$ cat config.mk
export PLATFORM = sky130hd
export DESIGN_NAME = jtframe_dump_sched_flat
export DESIGN_NICKNAME = d
export VERILOG_FILES = /design/src/rtl/jtframe_dump_sched_if.sv /design/src/rtl/jtframe_dump_sched.sv /design/src/flat_wrapper.sv
export SDC_FILE = /design/constraint.sdc
export NUM_CORES = 1
export LEC_CHECK = 0
export ABC_AREA = 1
export CAP_MARGIN = 20
export CORE_ASPECT_RATIO = 0.7
export CORE_UTILIZATION = 35
export DETAILED_ROUTE_END_ITERATION = 10
export PLACE_DENSITY_LB_ADDON = 0.25
export SETUP_SLACK_MARGIN = 0.1
export SKIP_LAST_GASP = 1
export SYNTH_ARGS = -nofsm -noshare
export SYNTH_HDL_FRONTEND = slang
export SYNTH_SLANG_ARGS = --single-unit
$ cat constraint.sdc
create_clock -name clk -period 1.7 [get_ports clk]
set_input_delay 0.34 -clock clk [delete_from_list [all_inputs] [get_ports clk]]
set_output_delay 0.34 -clock clk [all_outputs]
set_load 0.005 [all_outputs]
$ cat src/rtl/jtframe_dump_sched_if.sv
// Control, configuration and status bundle of jtframe_dump_sched.
// master drives arm/abort/cfg_*; slave returns frame_cnt and the dump_* / busy / done status.
interface jtframe_dump_sched_if #(
  parameter int LENW = 16,
  parameter int FCW  = 32
);
  logic            arm;
  logic            abort;
  logic            cfg_mode;
  logic [FCW-1:0]  cfg_start;
  logic [LENW-1:0] cfg_len;
  logic [FCW-1:0]  frame_cnt;
  logic            dump_on;
  logic            dump_start;
  logic            dump_stop;
  logic            busy;
  logic            done;

  modport master (
    output arm, abort, cfg_mode, cfg_start, cfg_len,
    input  frame_cnt, dump_on, dump_start, dump_stop, busy, done
  );

  modport slave (
    input  arm, abort, cfg_mode, cfg_start, cfg_len,
    output frame_cnt, dump_on, dump_start, dump_stop, busy, done
  );
endinterface

$ cat src/rtl/jtframe_dump_sched.sv
// Frame-based capture window scheduler (vs / downloading async pins, bus = control+status).
// Define DUMP_REARM_EN to let DONE re-enter WAIT while arm stays high.
module jtframe_dump_sched #(
  parameter int LENW = 16,
  parameter int FCW  = 32
) (
  input  logic clk,
  input  logic rst_n,
  input  logic vs,
  input  logic downloading,
  jtframe_dump_sched_if.slave bus
);

  typedef enum logic [1:0] {
    S_IDLE,
    S_WAIT,
    S_CAP,
    S_DONE
  } state_t;

  state_t state_q, state_d;

  // [0],[1] synchroniser, [2] previous value for edge detect
  logic [2:0] vs_sync_q, vs_sync_d;
  logic [2:0] dl_sync_q, dl_sync_d;
  logic vs_fall_q, vs_fall_d;
  logic dl_fall_q, dl_fall_d;

  logic [FCW-1:0]  frame_cnt_q, frame_cnt_d;
  logic            mode_q, mode_d;
  logic [FCW-1:0]  start_q, start_d;
  logic [LENW-1:0] len_q, len_d;
  logic [LENW-1:0] left_q, left_d;

  logic dump_on_q, dump_on_d;
  logic dump_start_q, dump_start_d;
  logic dump_stop_q, dump_stop_d;

  logic load;
  logic trig;
  logic tick;
  logic last;

  always_comb begin
    vs_sync_d = {vs_sync_q[1:0], vs};
    dl_sync_d = {dl_sync_q[1:0], downloading};
    vs_fall_d = !vs_sync_q[1] && vs_sync_q[2];
    dl_fall_d = !dl_sync_q[1] && dl_sync_q[2];
  end

  always_comb begin
    frame_cnt_d = frame_cnt_q;
    if (dl_sync_q[1])
      frame_cnt_d = '0;
    else if (vs_fall_q && frame_cnt_q != '1)
      frame_cnt_d = frame_cnt_q + 1'b1;
  end

  // compares use the counter value before this frame's increment
  assign trig = mode_q ? dl_fall_q
                       : (vs_fall_q && frame_cnt_q == start_q);
  // a zero length never counts down: unbounded window
  assign tick = vs_fall_q && len_q != '0;
  assign last = tick && left_q == LENW'(1);

  always_comb begin
    state_d = state_q;
    load    = 1'b0;
    unique case (state_q)
      S_IDLE: begin
        if (bus.arm) begin
          state_d = S_WAIT;
          load    = 1'b1;
        end
      end
      S_WAIT: begin
        if (bus.abort)
          state_d = S_IDLE;
        else if (trig)
          state_d = S_CAP;
      end
      S_CAP: begin
        if (bus.abort || last)
          state_d = S_DONE;
      end
      S_DONE: begin
`ifdef DUMP_REARM_EN
        if (bus.arm) begin
          state_d = S_WAIT;
          load    = 1'b1;
        end else begin
          state_d = S_IDLE;
        end
`else
        if (!bus.arm)
          state_d = S_IDLE;
`endif
      end
      default: state_d = S_IDLE;
    endcase
  end

  always_comb begin
    mode_d  = load ? bus.cfg_mode  : mode_q;
    start_d = load ? bus.cfg_start : start_q;
    len_d   = load ? bus.cfg_len   : len_q;
    left_d  = left_q;
    if (load)
      left_d = bus.cfg_len;
    else if (state_q == S_CAP && state_d == S_CAP && tick)
      left_d = left_q - 1'b1;
  end

  // the trigger cycle itself leaves frames_left untouched
  always_comb begin
    dump_on_d    = state_d == S_CAP;
    dump_start_d = state_q == S_WAIT && state_d == S_CAP;
    dump_stop_d  = state_q == S_CAP && state_d == S_DONE;
  end

  always_ff @(posedge clk or negedge rst_n) begin
    if (!rst_n) begin
      state_q      <= S_IDLE;
      dump_on_q    <= 1'b0;
      dump_start_q <= 1'b0;
      dump_stop_q  <= 1'b0;
    end else begin
      state_q      <= state_d;
      dump_on_q    <= dump_on_d;
      dump_start_q <= dump_start_d;
      dump_stop_q  <= dump_stop_d;
    end
  end

  always_ff @(posedge clk or negedge rst_n) begin
    if (!rst_n) begin
      vs_sync_q   <= '0;
      dl_sync_q   <= '0;
      vs_fall_q   <= 1'b0;
      dl_fall_q   <= 1'b0;
      frame_cnt_q <= '0;
      mode_q      <= 1'b0;
      start_q     <= '0;
      len_q       <= '0;
      left_q      <= '0;
    end else begin
      vs_sync_q   <= vs_sync_d;
      dl_sync_q   <= dl_sync_d;
      vs_fall_q   <= vs_fall_d;
      dl_fall_q   <= dl_fall_d;
      frame_cnt_q <= frame_cnt_d;
      mode_q      <= mode_d;
      start_q     <= start_d;
      len_q       <= len_d;
      left_q      <= left_d;
    end
  end

  assign bus.frame_cnt  = frame_cnt_q;
  assign bus.dump_on    = dump_on_q;
  assign bus.dump_start = dump_start_q;
  assign bus.dump_stop  = dump_stop_q;
  assign bus.busy       = state_q == S_WAIT || state_q == S_CAP;
  assign bus.done       = state_q == S_DONE;

endmodule

$ cat src/flat_wrapper.sv
// flat-port wrapper written by rule: the top's interface ports become plain ports
module jtframe_dump_sched_flat 
#(
  parameter int LENW = 16,
  parameter int FCW  = 32
)
  (clk, rst_n, vs, downloading, bus_arm, bus_abort, bus_cfg_mode, bus_cfg_start, bus_cfg_len, bus_frame_cnt, bus_dump_on, bus_dump_start, bus_dump_stop, bus_busy, bus_done);
  jtframe_dump_sched_if #(.LENW(LENW), .FCW(FCW)) bus_i ();
  input  logic clk;
  input  logic rst_n;
  input  logic vs;
  input  logic downloading;
  input wire logic [$bits(bus_i.arm)-1:0] bus_arm;
  input wire logic [$bits(bus_i.abort)-1:0] bus_abort;
  input wire logic [$bits(bus_i.cfg_mode)-1:0] bus_cfg_mode;
  input wire logic [$bits(bus_i.cfg_start)-1:0] bus_cfg_start;
  input wire logic [$bits(bus_i.cfg_len)-1:0] bus_cfg_len;
  output wire logic [$bits(bus_i.frame_cnt)-1:0] bus_frame_cnt;
  output wire logic [$bits(bus_i.dump_on)-1:0] bus_dump_on;
  output wire logic [$bits(bus_i.dump_start)-1:0] bus_dump_start;
  output wire logic [$bits(bus_i.dump_stop)-1:0] bus_dump_stop;
  output wire logic [$bits(bus_i.busy)-1:0] bus_busy;
  output wire logic [$bits(bus_i.done)-1:0] bus_done;
  assign bus_i.arm = bus_arm;
  assign bus_i.abort = bus_abort;
  assign bus_i.cfg_mode = bus_cfg_mode;
  assign bus_i.cfg_start = bus_cfg_start;
  assign bus_i.cfg_len = bus_cfg_len;
  assign bus_frame_cnt = bus_i.frame_cnt;
  assign bus_dump_on = bus_i.dump_on;
  assign bus_dump_start = bus_i.dump_start;
  assign bus_dump_stop = bus_i.dump_stop;
  assign bus_busy = bus_i.busy;
  assign bus_done = bus_i.done;
  jtframe_dump_sched #(.LENW(LENW), .FCW(FCW)) u_core (.clk(clk), .rst_n(rst_n), .vs(vs), .downloading(downloading), .bus(bus_i));
endmodule
==> out/qor.yml, run 1 <==
die:
  ios: 92
  start_util_pct: 36.4
  core.rowCount: 38
  dieArea_um2: 16900
  core_um2: 15800
  die_h_um: 109
  die_w_um: 155
critical_path:
  critical_path.top_delay_family: "simple AND/OR/NAND/NOR gates"
  critPathLaunchType: "register"
  cp_cell_sequence: "buf_6 > ha_4 > nand2_4 > nor3_4 > nand2_2 > nor2_4 > nand2_4 > nand2_8 > buf_12 > nor2_4 > nand2_4 > nor2_4 > inv_2 > nor2_4 > o21ai_2 > a21oi_1"
  crit_slowest_cell: "dfrtp_1"
  path_class: "reg -> reg"
  worst-path-buf-inv: 3
  end_kind: "register"
  cpMostUsedCell: "nor2_4"
  critical_path_peak_fanout: 5
  cp.arrival_ns: 2.41
  cpPeakStageDelay_ns: 0.44
  cp.required_ns: 1.99
pwr:
  power_frac_clock_pct: 20.2
  ir_drop_mv: 0.815
  comb_power_share_pct: 45.8
  p_leak_nw: 4.94
  switchingPower_w: 0.00446
  totalPowerFinal_w: 0.0115
  p_sw_share_pct: 38.9
  p_int_w: 0.00702
  pwr-share-seq_pct: 34.0
  powerDensity_nw_per_um2: 1180
drt:
  routedWlPerCell_um: 15.5
  drtPass1Iterations: 4
  vias: 6161
  drc: 0
  ant_nets: 0
  drtIter0Drc: 384
  vias_per_cell: 4.81
  wl_um: 19900
layout:
  antenna_cells: 0
  layout.cells.non_filler: 1282
  nets: 1120
  drive_gt1_share_pct: 38.3
  area_growth_pct: 70.0
  final_common_cell: "nand2_1"
  layout_common_cells: "nand2_1 (211), buf_4 (159), dfrtp_1 (106)"
  fin_util_pct: 61.8
place:
  gp_congestion: 0.897
  dp_hpwl_um: 12800
  io_buffer_count: 91
  preCtsSetupSlack_ns: -0.475
  placed_cells: 1200
grt:
  antenna_found_initial: 0
  grtUsageTotal_pct: 23.7
  grt_pass1_vias: 5965
  overflow: 0
  grt_first_pass_wirelength_um: 30600
  grt_max_degree: 47
worst_hold_path:
  hp-class: "reg -> reg"
clock_tree:
  insertion_delay_ns: 0.36
  root_buffer: "clkbuf_16"
  cts_tree: "built"
  cts_sinks: 110
  cts.clk_slew.worst_paths_ns: 0.08
  cts_buffer_depth: 2
  h-tree-depth: 3
  cts_buffers: 9
timing:
  maxSlewHeadroom_pct: 64.1
  hold_viol_final: 0
  maxSlewViolCount: 0
  finClkSkew_ns: 0.00949
  finalCriticalPeriod_ns: 2.12
  setup_viol: 53
  max_freq_mhz: 472
  finalWorstSetupSlack_ns: -0.419
  period_share_pct: 125
  tightest_slew_ns: 0.539
  rsz0062_at_grt: "true"
yosys:
  ys_seq_elements: 110
  syn_inst: 760
  syn-cell-area_um2: 5740
  synth_cell_type_count: 36
  yosysWarnings: 0
  synth-seq-area-share_pct: 47.9
  syn-num-nets: 823
  synth.avg_cell_area_um2: 7.56
status:
  outcome: "complete, but fails checks"
  failed_checks: "negative setup slack"
run:
  maxCapViolCount: 0
[kinds of logic (layout without fill, tap and decap cells)]
kind of cell | count (synthesis) | after routing | synth area share (%)
AO/OA/AOI/OAI | 96 | 96 | 8.82
XOR/XNOR | 21 | 21 | 3.20
adder cells (fa/ha/maj) | 8 | 8 | 1.74
buffers and inverters | 123 | 424 | 8.32
flip-flops | 110 | 110 | 47.9
AND/OR/NAND/NOR | 402 | 403 | 30.0
[flip-flops by register name, summed over array words and instances (netlist names)]
| signal | count |
|---|---|
| u_core.bus.dump_start | 1 |
| u_core.state_q | 2 |
| u_core.vs_sync_q | 3 |
| u_core.bus.frame_cnt | 32 |
| u_core.start_q | 32 |
| u_core.len_q | 16 |
| u_core.mode_q | 1 |
| u_core.bus.dump_stop | 1 |
| u_core.bus.dump_on | 1 |
| u_core.dl_sync_q | 3 |
| u_core.dl_fall_q | 1 |
| u_core.left_q | 16 |
| u_core.vs_fall_q | 1 |
[worst reg2reg max path, delay by kind of cell, from the launching register on]
| kind | cells | cell delay [ns] |
|---|---|---|
| adders and majority gates | 1 | 0.16 |
| AOI/OAI and AO/OA | 2 | 0.17 |
| buffers and inverters | 3 | 0.32 |
| and+or+nand+nor | 10 | 0.95 |
| DFF | 1 | 0.44 |
[synthesized netlist by cell type, drive strengths merged]
master  number  area [µm²]
a211oi       2        15.0
a21oi       19        95.1
a221oi       1        8.76
a31oi        4        25.0
buf          5        35.0
clkbuf      14        52.6
clkinv       1        3.75
dfrtp      110        2750
ha           8         100
inv        103         387
nand2      248         948
nand3       45         230
nand3b       1        7.51
nand4       14         103
nor2        60         228
nor3        25         135
nor3b        1        7.51
nor4         7        56.3
o21a         3        22.5
o21ai       65         325
o22a         1        8.76
o22ai        1        6.26
or2          1        6.26
xnor2        9        78.8
xor2        12         105
[layout make-up]
class | instances | area (µm²)
multi-input combinational | 528 | 3270
timing repair buffer | 304 | 2730
clock inverter | 6 | 86.3
sequential | 110 | 2760
inverter | 104 | 403
fill | 1324 | 6020
tap | 220 | 275
clock buffer | 10 | 239
[through the flow]
stage / cell area, µm² / hold slack, ns / setup TNS, ns
2_1_floorplan: 5820 / 0.0444 / -0.990
3_3_place_gp: 8100 / 0.332 / -16.78
3_5_place_dp: 8100 / 0.337 / -17.22
4_1_cts: 9210 / 0.355 / -11.79
5_1_grt: 9760 / 0.364 / -21.76
6_report: 9760 / 0.354 / -15.70
[final timing paths]
path	startpoint	to	cells after the start	slack [ns]
min in group asynchronous	rst_n	u_core.start_q[22]$_DFFE_PN0P_	2	0.49
worst min register to register	u_core.dl_sync_q[0]$_DFF_PN0_	u_core.dl_sync_q[1]$_DFF_PN0_	0	0.35
worst min-delay path	u_core.dl_sync_q[0]$_DFF_PN0_	u_core.dl_sync_q[1]$_DFF_PN0_	0	0.35
max in group asynchronous	rst_n	u_core.start_q[14]$_DFFE_PN0P_	3	0.58
worst max register to register	u_core.bus.frame_cnt[1]$_DFFE_PN0P_	u_core.bus.frame_cnt[25]$_DFFE_PN0P_	16	-0.42
worst max-delay path	u_core.bus.frame_cnt[1]$_DFFE_PN0P_	u_core.bus.frame_cnt[25]$_DFFE_PN0P_	16	-0.42
[metal layers]
| layer | part of all wire [%] | global-route usage [%] |
|---|---|---|
| met1 | 51 | 35.3 |
| met2 | 43 | 35.3 |
| met3 | 5.1 | 4.21 |
| met4 | 1.7 | 5.45 |
| met5 | 0 | 0 |
[power groups by stage]
stage                     combinational (W)  clock (W)  sequential, W
after floorplan                     0.00248          0        0.00381
after global placement              0.00419          0        0.00389
after detailed placement            0.00428          0        0.00389
after CTS                           0.00474    0.00236        0.00387
after global routing                0.00584    0.00247        0.00399
final                               0.00526    0.00232        0.00390
[repair_timing]
item                                    CTS  global route
hold endpoints to repair                 27             0
endpoints found under the setup margin   87            81
pin swaps                                45            66
buffers inserted                         44            23
gates resized for setup                 192           120
hold buffers                              1             0
cloned                                    1             3
No activity file was read; power rests on OpenSTA's default activity.
==> run 2: changes to the inputs <==
PLACE_DENSITY_LB_ADDON = default   (was 0.25)
clock period = 2 ns   (was 1.7 ns; I/O delays follow)
==> out/qor.yml, run 2 (synthesis results as in run 1) <==
clock_tree:
  cts_sinks: 110  # unchanged
  cts_buffers: 9  # unchanged
  cts.clk_slew.worst_paths_ns: 0.08  # about the same
  cts_buffer_depth: 2  # unchanged
  hold_buffers: 0  # -1
  h-tree-depth: 3  # unchanged
  root_buffer: "clkbuf_16"
  insertion_delay_ns: 0.36  # about the same
  cts_tree: "built"
die:
  start_util_pct: 36.4  # unchanged
  die_h_um: 109  # unchanged
  die_w_um: 155  # unchanged
  ios: 92  # unchanged
  dieArea_um2: 16900  # unchanged
  core_um2: 15800  # unchanged
  core.rowCount: 38  # unchanged
status:
  failed_checks: "negative setup slack"
  outcome: "complete, but fails checks"
grt:
  grt_max_degree: 46  # -2.1%
  grtUsageTotal_pct: 20.9  # -2.7 points
  grt_pass1_vias: 5236  # -12%
  grt_first_pass_wirelength_um: 27400  # -11%
  antenna_found_initial: 0  # unchanged
  overflow: 0  # unchanged
timing:
  setup_viol: 25  # -53%
  period_share_pct: 105  # -20 points
  rsz0062_at_grt: "true"
  finClkSkew_ns: 0.0139  # +0.00444 ns
  maxSlewHeadroom_pct: 62.6  # -1.4 points
  totalNegativeSetupSlack_ns: -1.13  # +14.57 ns
  whs_ns: 0.0376  # -0.316 ns
  maxSlewViolCount: 0  # unchanged
  hold_viol_final: 0  # unchanged
  finalWorstSetupSlack_ns: -0.0964  # +0.323 ns
  max_freq_mhz: 477  # +1.1%
  tightest_slew_ns: 0.561  # +0.0215 ns
  finalCriticalPeriod_ns: 2.10  # -0.0226 ns
place:
  place_area_um2: 7530  # -7.1%
  gp_congestion: 0.856  # -4.6%
  placed_cells: 1135  # -5.4%
  dp_hpwl_um: 12100  # -5.2%
  io_buffer_count: 91  # unchanged
layout:
  stdcell_area_um2: 8730  # -11%
  layout_common_cells: "nand2_1 (223), dfrtp_1 (104), buf_4 (92)"
  drive_gt1_share_pct: 28.0  # -10 points
  antenna_cells: 0  # unchanged
  layout.cells.non_filler: 1186  # -7.5%
  nFillCells: 1467  # +11%
  fin_util_pct: 55.3  # -6.6 points
  final_common_cell: "nand2_1"
  nets: 1024  # -8.6%
  area_growth_pct: 51.9
critical_path:
  cp.required_ns: 2.23  # +0.24 ns
  critical_path_peak_fanout: 5  # unchanged
  rrSetupSlack_ns: -0.1  # +0.32 ns
  r2r_start: "u_core.bus.frame_cnt[3]$_DFFE_PN0P_"
  path_class: "reg -> reg"
  critPathLaunchType: "register"
  cp.arrival_ns: 2.32  # -0.09 ns
  cp-startpoint: "u_core.bus.frame_cnt[3]$_DFFE_PN0P_"
  end_kind: "register"
  reg2regPathDepth: 11  # -5
  reg2reg_to: "u_core.bus.frame_cnt[29]$_DFFE_PN0P_"
drt:
  ant_nets: 0  # unchanged
  wl_um: 17200  # -13%
  drc: 0  # unchanged
  routedWlPerCell_um: 14.5  # -6.4%
  vias_per_cell: 4.69  # -2.5%
  vias: 5560  # -9.8%
  drtPass1Iterations: 5  # +1
  drtIter0Drc: 439  # +14%
pwr:
  ir_drop_mv: 0.491  # -40%
  powerDensity_nw_per_um2: 962  # -18%
  p_leak_nw: 4.24  # -14%
worst_hold_path:
  hp-class: "in -> async"
run:
  maxCapViolCount: 0  # unchanged
run 2: changes by cell type in the layout (fill, tap and decap cells not counted), sizes merged, moves of 2 or more:
cell | before | now
dlygate4sd2 | 15 | 1
buf | 218 | 119
dlymetal6s2s | 0 | 3
clkdlybuf4s50 | 56 | 86
clkbuf | 22 | 10
clkdlybuf4s15 | 2 | 0
run 2: critical path: stages (launching register included):
cell	delay, ns
dfrtp_1	0.38
buf_4	0.13
nand2_4	0.09
nor2_4	0.12
nand4_1	0.12
buf_4	0.19
nor4_4	0.19
nand4_1	0.25
buf_4	0.21
buf_4	0.13
nor3_4	0.11
nor3_2	0.05
run 2: what timing repair did:
item	in CTS	in global routing
hold endpoints to repair	0	0
buffers inserted	18	16
pin swaps	46	48
cloned	1	0
gates resized for setup	68	124
setup endpoints to repair	46	54
run 2: how the worst max path moves through the flow:
stage | endpoint | slack, ns | cells after the start
finish | u_core.bus.frame_cnt[29]$_DFFE_PN0P_ | -0.1 | 11
floorplan | u_core.bus.frame_cnt[7]$_DFFE_PN0P_ | 0.12 | 12
detailed placement | u_core.bus.frame_cnt[31]$_DFFE_PN0P_ | -0.09 | 10
CTS | u_core.bus.frame_cnt[31]$_DFFE_PN0P_ | -0.06 | 10
global placement | u_core.bus.frame_cnt[31]$_DFFE_PN0P_ | -0.15 | 10
global route | u_core.bus.frame_cnt[31]$_DFFE_PN0P_ | -0.22 | 11
run 2: cell type report:
class / instances / area (µm²) / share of cell area, %
Clock buffer: 10 / 229 / 2.62
Tap cell: 220 / 275 / 3.15
Timing Repair Buffer: 209 / 1950 / 22.3
Multi-Input combinational cell: 527 / 3060 / 35.1
Sequential cell: 110 / 2760 / 31.6
Inverter: 104 / 398 / 4.56
Clock inverter: 6 / 53.8 / 0.617
run 2: stage by stage:
step | power, W | setup WS (ns)
after global placement | 0.00636 | -0.147
after CTS | 0.00833 | -0.0607
after floorplan | 0.00527 | 0.121
final | 0.00840 | -0.0964
after detailed placement | 0.00638 | -0.0871
after global routing | 0.00909 | -0.220
run 2: layer usage:
layer,wire [µm],global-route usage (%),part of all wire (%)
met4,169,4.31,0.98
met5,0,0,0
met3,925,3.93,5.4
met2,6860,28.5,40
met1,9260,33.6,54
run 2: where the power goes:
part | switching (W) | internal (W) | leakage, nW | total, W
registers | 0.000460 | 0.00288 | 1.41 | 0.00334
clock network | 0.000884 | 0.000870 | 0.136 | 0.00175
logic | 0.00194 | 0.00136 | 2.69 | 0.00330
==> run 3: changes to the inputs <==
CORE_UTILIZATION = 50   (was 35)
DONT_BUFFER_PORTS = 1   (was default)
==> out/qor.yml, run 3 (synthesis results as in run 1) <==
status:
  outcome: "complete, but fails checks"
  failed_checks: "negative hold slack, negative setup slack"
critical_path:
  end_kind: "register"
  rrSetupSlack_ns: -0.12  # -0.02 ns
  worst-path-buf-inv: 3  # -1
  cp_cell_sequence: "buf_6 > nand2_4 > inv_4 > nand3_4 > nor4_4 > nand2_2 > nor2_4 > nand3_2 > o21ai_1 > inv_1 > a211oi_2"
  critical_path.top_delay_family: "simple AND/OR/NAND/NOR gates"
  crit_slowest_cell: "nor4_4"
  path_class: "reg -> reg"
  reg2reg_to: "u_core.bus.frame_cnt[30]$_DFFE_PN0P_"
  critical_path_peak_fanout: 4  # -1
  cp.arrival_ns: 2.39  # +0.07 ns
  cp.required_ns: 2.27  # +0.04 ns
  critPathLaunchType: "register"
  cpPeakStageDelay_ns: 0.43  # +0.05 ns
  r2r_start: "u_core.bus.frame_cnt[7]$_DFFE_PN0P_"
  reg2regPathDepth: 11  # unchanged
layout:
  nets: 956  # -6.6%
  antenna_cells: 0  # unchanged
  layout.cells.non_filler: 1051  # -11%
  fin_util_pct: 71.7  # +16 points
  final_common_cell: "nand2_1"
  drive_gt1_share_pct: 30.2  # +2.2 points
  layout_common_cells: "nand2_1 (225), buf_4 (116), dfrtp_1 (103)"
  nFillCells: 873  # -40%
  area_growth_pct: 38.5
place:
  io_buffer_count: 0  # -100%
  dp_hpwl_um: 11200  # -7.8%
  gp_congestion: 0.875  # +2.2%
  placed_cells: 997  # -12%
drt:
  routedWlPerCell_um: 16.7  # +15%
  drtIter0Drc: 431  # -1.8%
  drc: 0  # unchanged
  drtPass1Iterations: 7  # +2
  vias: 5525  # -0.63%
  vias_per_cell: 5.26  # +12%
  ant_nets: 0  # unchanged
  wl_um: 17500  # +1.7%
timing:
  whs_ns: -0.268  # -0.306 ns
  maxSlewHeadroom_pct: 52.6  # -10 points
  totalNegativeSetupSlack_ns: -1.63  # -0.498 ns
  finClkSkew_ns: 0.00661  # -0.00732 ns
  maxSlewViolCount: 0  # unchanged
  setup_viol: 29  # +16%
  tightest_slew_ns: 0.705  # +0.144 ns
  finalWorstSetupSlack_ns: -0.116  # -0.0193 ns
  rsz0062_at_grt: "true"
  max_freq_mhz: 473  # -0.91%
  hold_viol_final: 110  # +110
  finalCriticalPeriod_ns: 2.12  # +0.0193 ns
  period_share_pct: 106  # +0.97 points
worst_hold_path:
  hp-class: "in -> async"
clock_tree:
  root_buffer: "clkbuf_16"
  h-tree-depth: 3  # unchanged
  cts_buffer_depth: 2  # unchanged
  insertion_delay_ns: 0.36  # about the same
  cts_buffers: 9  # unchanged
  cts.clk_slew.worst_paths_ns: 0.07  # about the same
  cts_tree: "built"
  cts_sinks: 110  # unchanged
grt:
  antenna_found_initial: 0  # unchanged
  grtUsageTotal_pct: 28.7  # +7.8 points
  overflow: 0  # unchanged
  grt_pass1_vias: 5158  # -1.5%
  grt_first_pass_wirelength_um: 26400  # -3.4%
  grt_max_degree: 111  # +140%
die:
  dieArea_um2: 11900  # -30%
  die_w_um: 130  # -16%
  die_h_um: 91.7  # -16%
  start_util_pct: 51.8  # +15 points
  core_um2: 11100  # -30%
  core.rowCount: 32  # -16%
  ios: 92  # unchanged
pwr:
  p_leak_nw: 4.04  # -4.7%
  totalPowerFinal_w: 0.00865  # +3.0%
  ir_drop_mv: 0.644  # +31%
  powerDensity_nw_per_um2: 1090  # +13%
run:
  maxCapViolCount: 0  # unchanged
run 3: changes by cell type in the layout (fill, tap and decap cells not counted), sizes merged:
cell           change
clkdlybuf4s50     -86
buf               +22
bufinv             +4
dlymetal6s2s       -3
inv                -2
clkbuf             -1
clkinv             -1
dlygate4sd2        -1
run 3: worst max path at each step:
| stage | startpoint | endpoint | slack, ns | depth (start not counted) |
|---|---|---|---|---|
| 6_report | u_core.bus.frame_cnt[7]$_DFFE_PN0P_ | u_core.bus.frame_cnt[30]$_DFFE_PN0P_ | -0.12 | 11 |
| 5_1_grt | u_core.bus.frame_cnt[19]$_DFFE_PN0P_ | u_core.bus.frame_cnt[31]$_DFFE_PN0P_ | -0.25 | 8 |
| 4_1_cts | u_core.start_q[6]$_DFFE_PN0P_ | u_core.left_q[15]$_DFFE_PN0P_ | -0.01 | 14 |
| 3_5_place_dp | u_core.start_q[6]$_DFFE_PN0P_ | u_core.left_q[6]$_DFFE_PN0P_ | -0.12 | 13 |
| 3_3_place_gp | u_core.start_q[6]$_DFFE_PN0P_ | u_core.left_q[4]$_DFFE_PN0P_ | -0.09 | 13 |
| 2_1_floorplan | u_core.bus.frame_cnt[0]$_DFFE_PN0P_ | u_core.bus.frame_cnt[7]$_DFFE_PN0P_ | 0.12 | 12 |
run 3: what timing repair did:
item / CTS / global route
endpoints found under the hold margin: 110 / 110
gates cloned: 1 / 0
endpoints found under the setup margin: 41 / 51
resized for setup: 54 / 116
pin swaps: 17 / 42
setup buffers: 14 / 25
run 3: through the flow:
stage / cell area [µm²] / worst slack (ns)
after global placement: 6660 / -0.0901
after detailed placement: 6660 / -0.118
final: 7960 / -0.116
after floorplan: 5750 / 0.121
after CTS: 7370 / -0.0116
after global routing: 7960 / -0.252
run 3: worst reg2reg max path, stage by stage (launching register included):
cell      delay [ns]
dfrtp_1         0.42
buf_6           0.13
nand2_4         0.05
inv_4           0.08
nand3_4         0.10
nor4_4          0.43
nand2_2         0.15
nor2_4          0.19
nand3_2         0.12
o21ai_1         0.16
inv_1           0.07
a211oi_2        0.15
run 3: where the power goes:
part | internal (W) | switching, W
sequential | 0.00288 | 0.000463
clock | 0.00136 | 0.000860
combinational | 0.00120 | 0.00189
run 3: cell type report:
| type | instances | area [µm²] | share of cell area [%] |
|---|---|---|---|
| well taps | 153 | 191 | 2.41 |
| repair buffers | 141 | 1220 | 15.4 |
| inverters | 104 | 403 | 5.06 |
| clock buffers | 9 | 225 | 2.83 |
| clock inverters | 7 | 145 | 1.82 |
| flip-flops and latches | 110 | 2760 | 34.7 |
| multi-input cells | 527 | 3000 | 37.8 |
run 3: metal layers:
layer / vias to the layer above / part of all wire, % / GRT usage (%)
li1: 2680 / - / -
met1: 2650 / 47 / 43.8
met2: 171 / 45 / 41.2
met3: 24 / 6.2 / 6.71
met4: 0 / 1.6 / 6.01
met5: - / 0 / 0
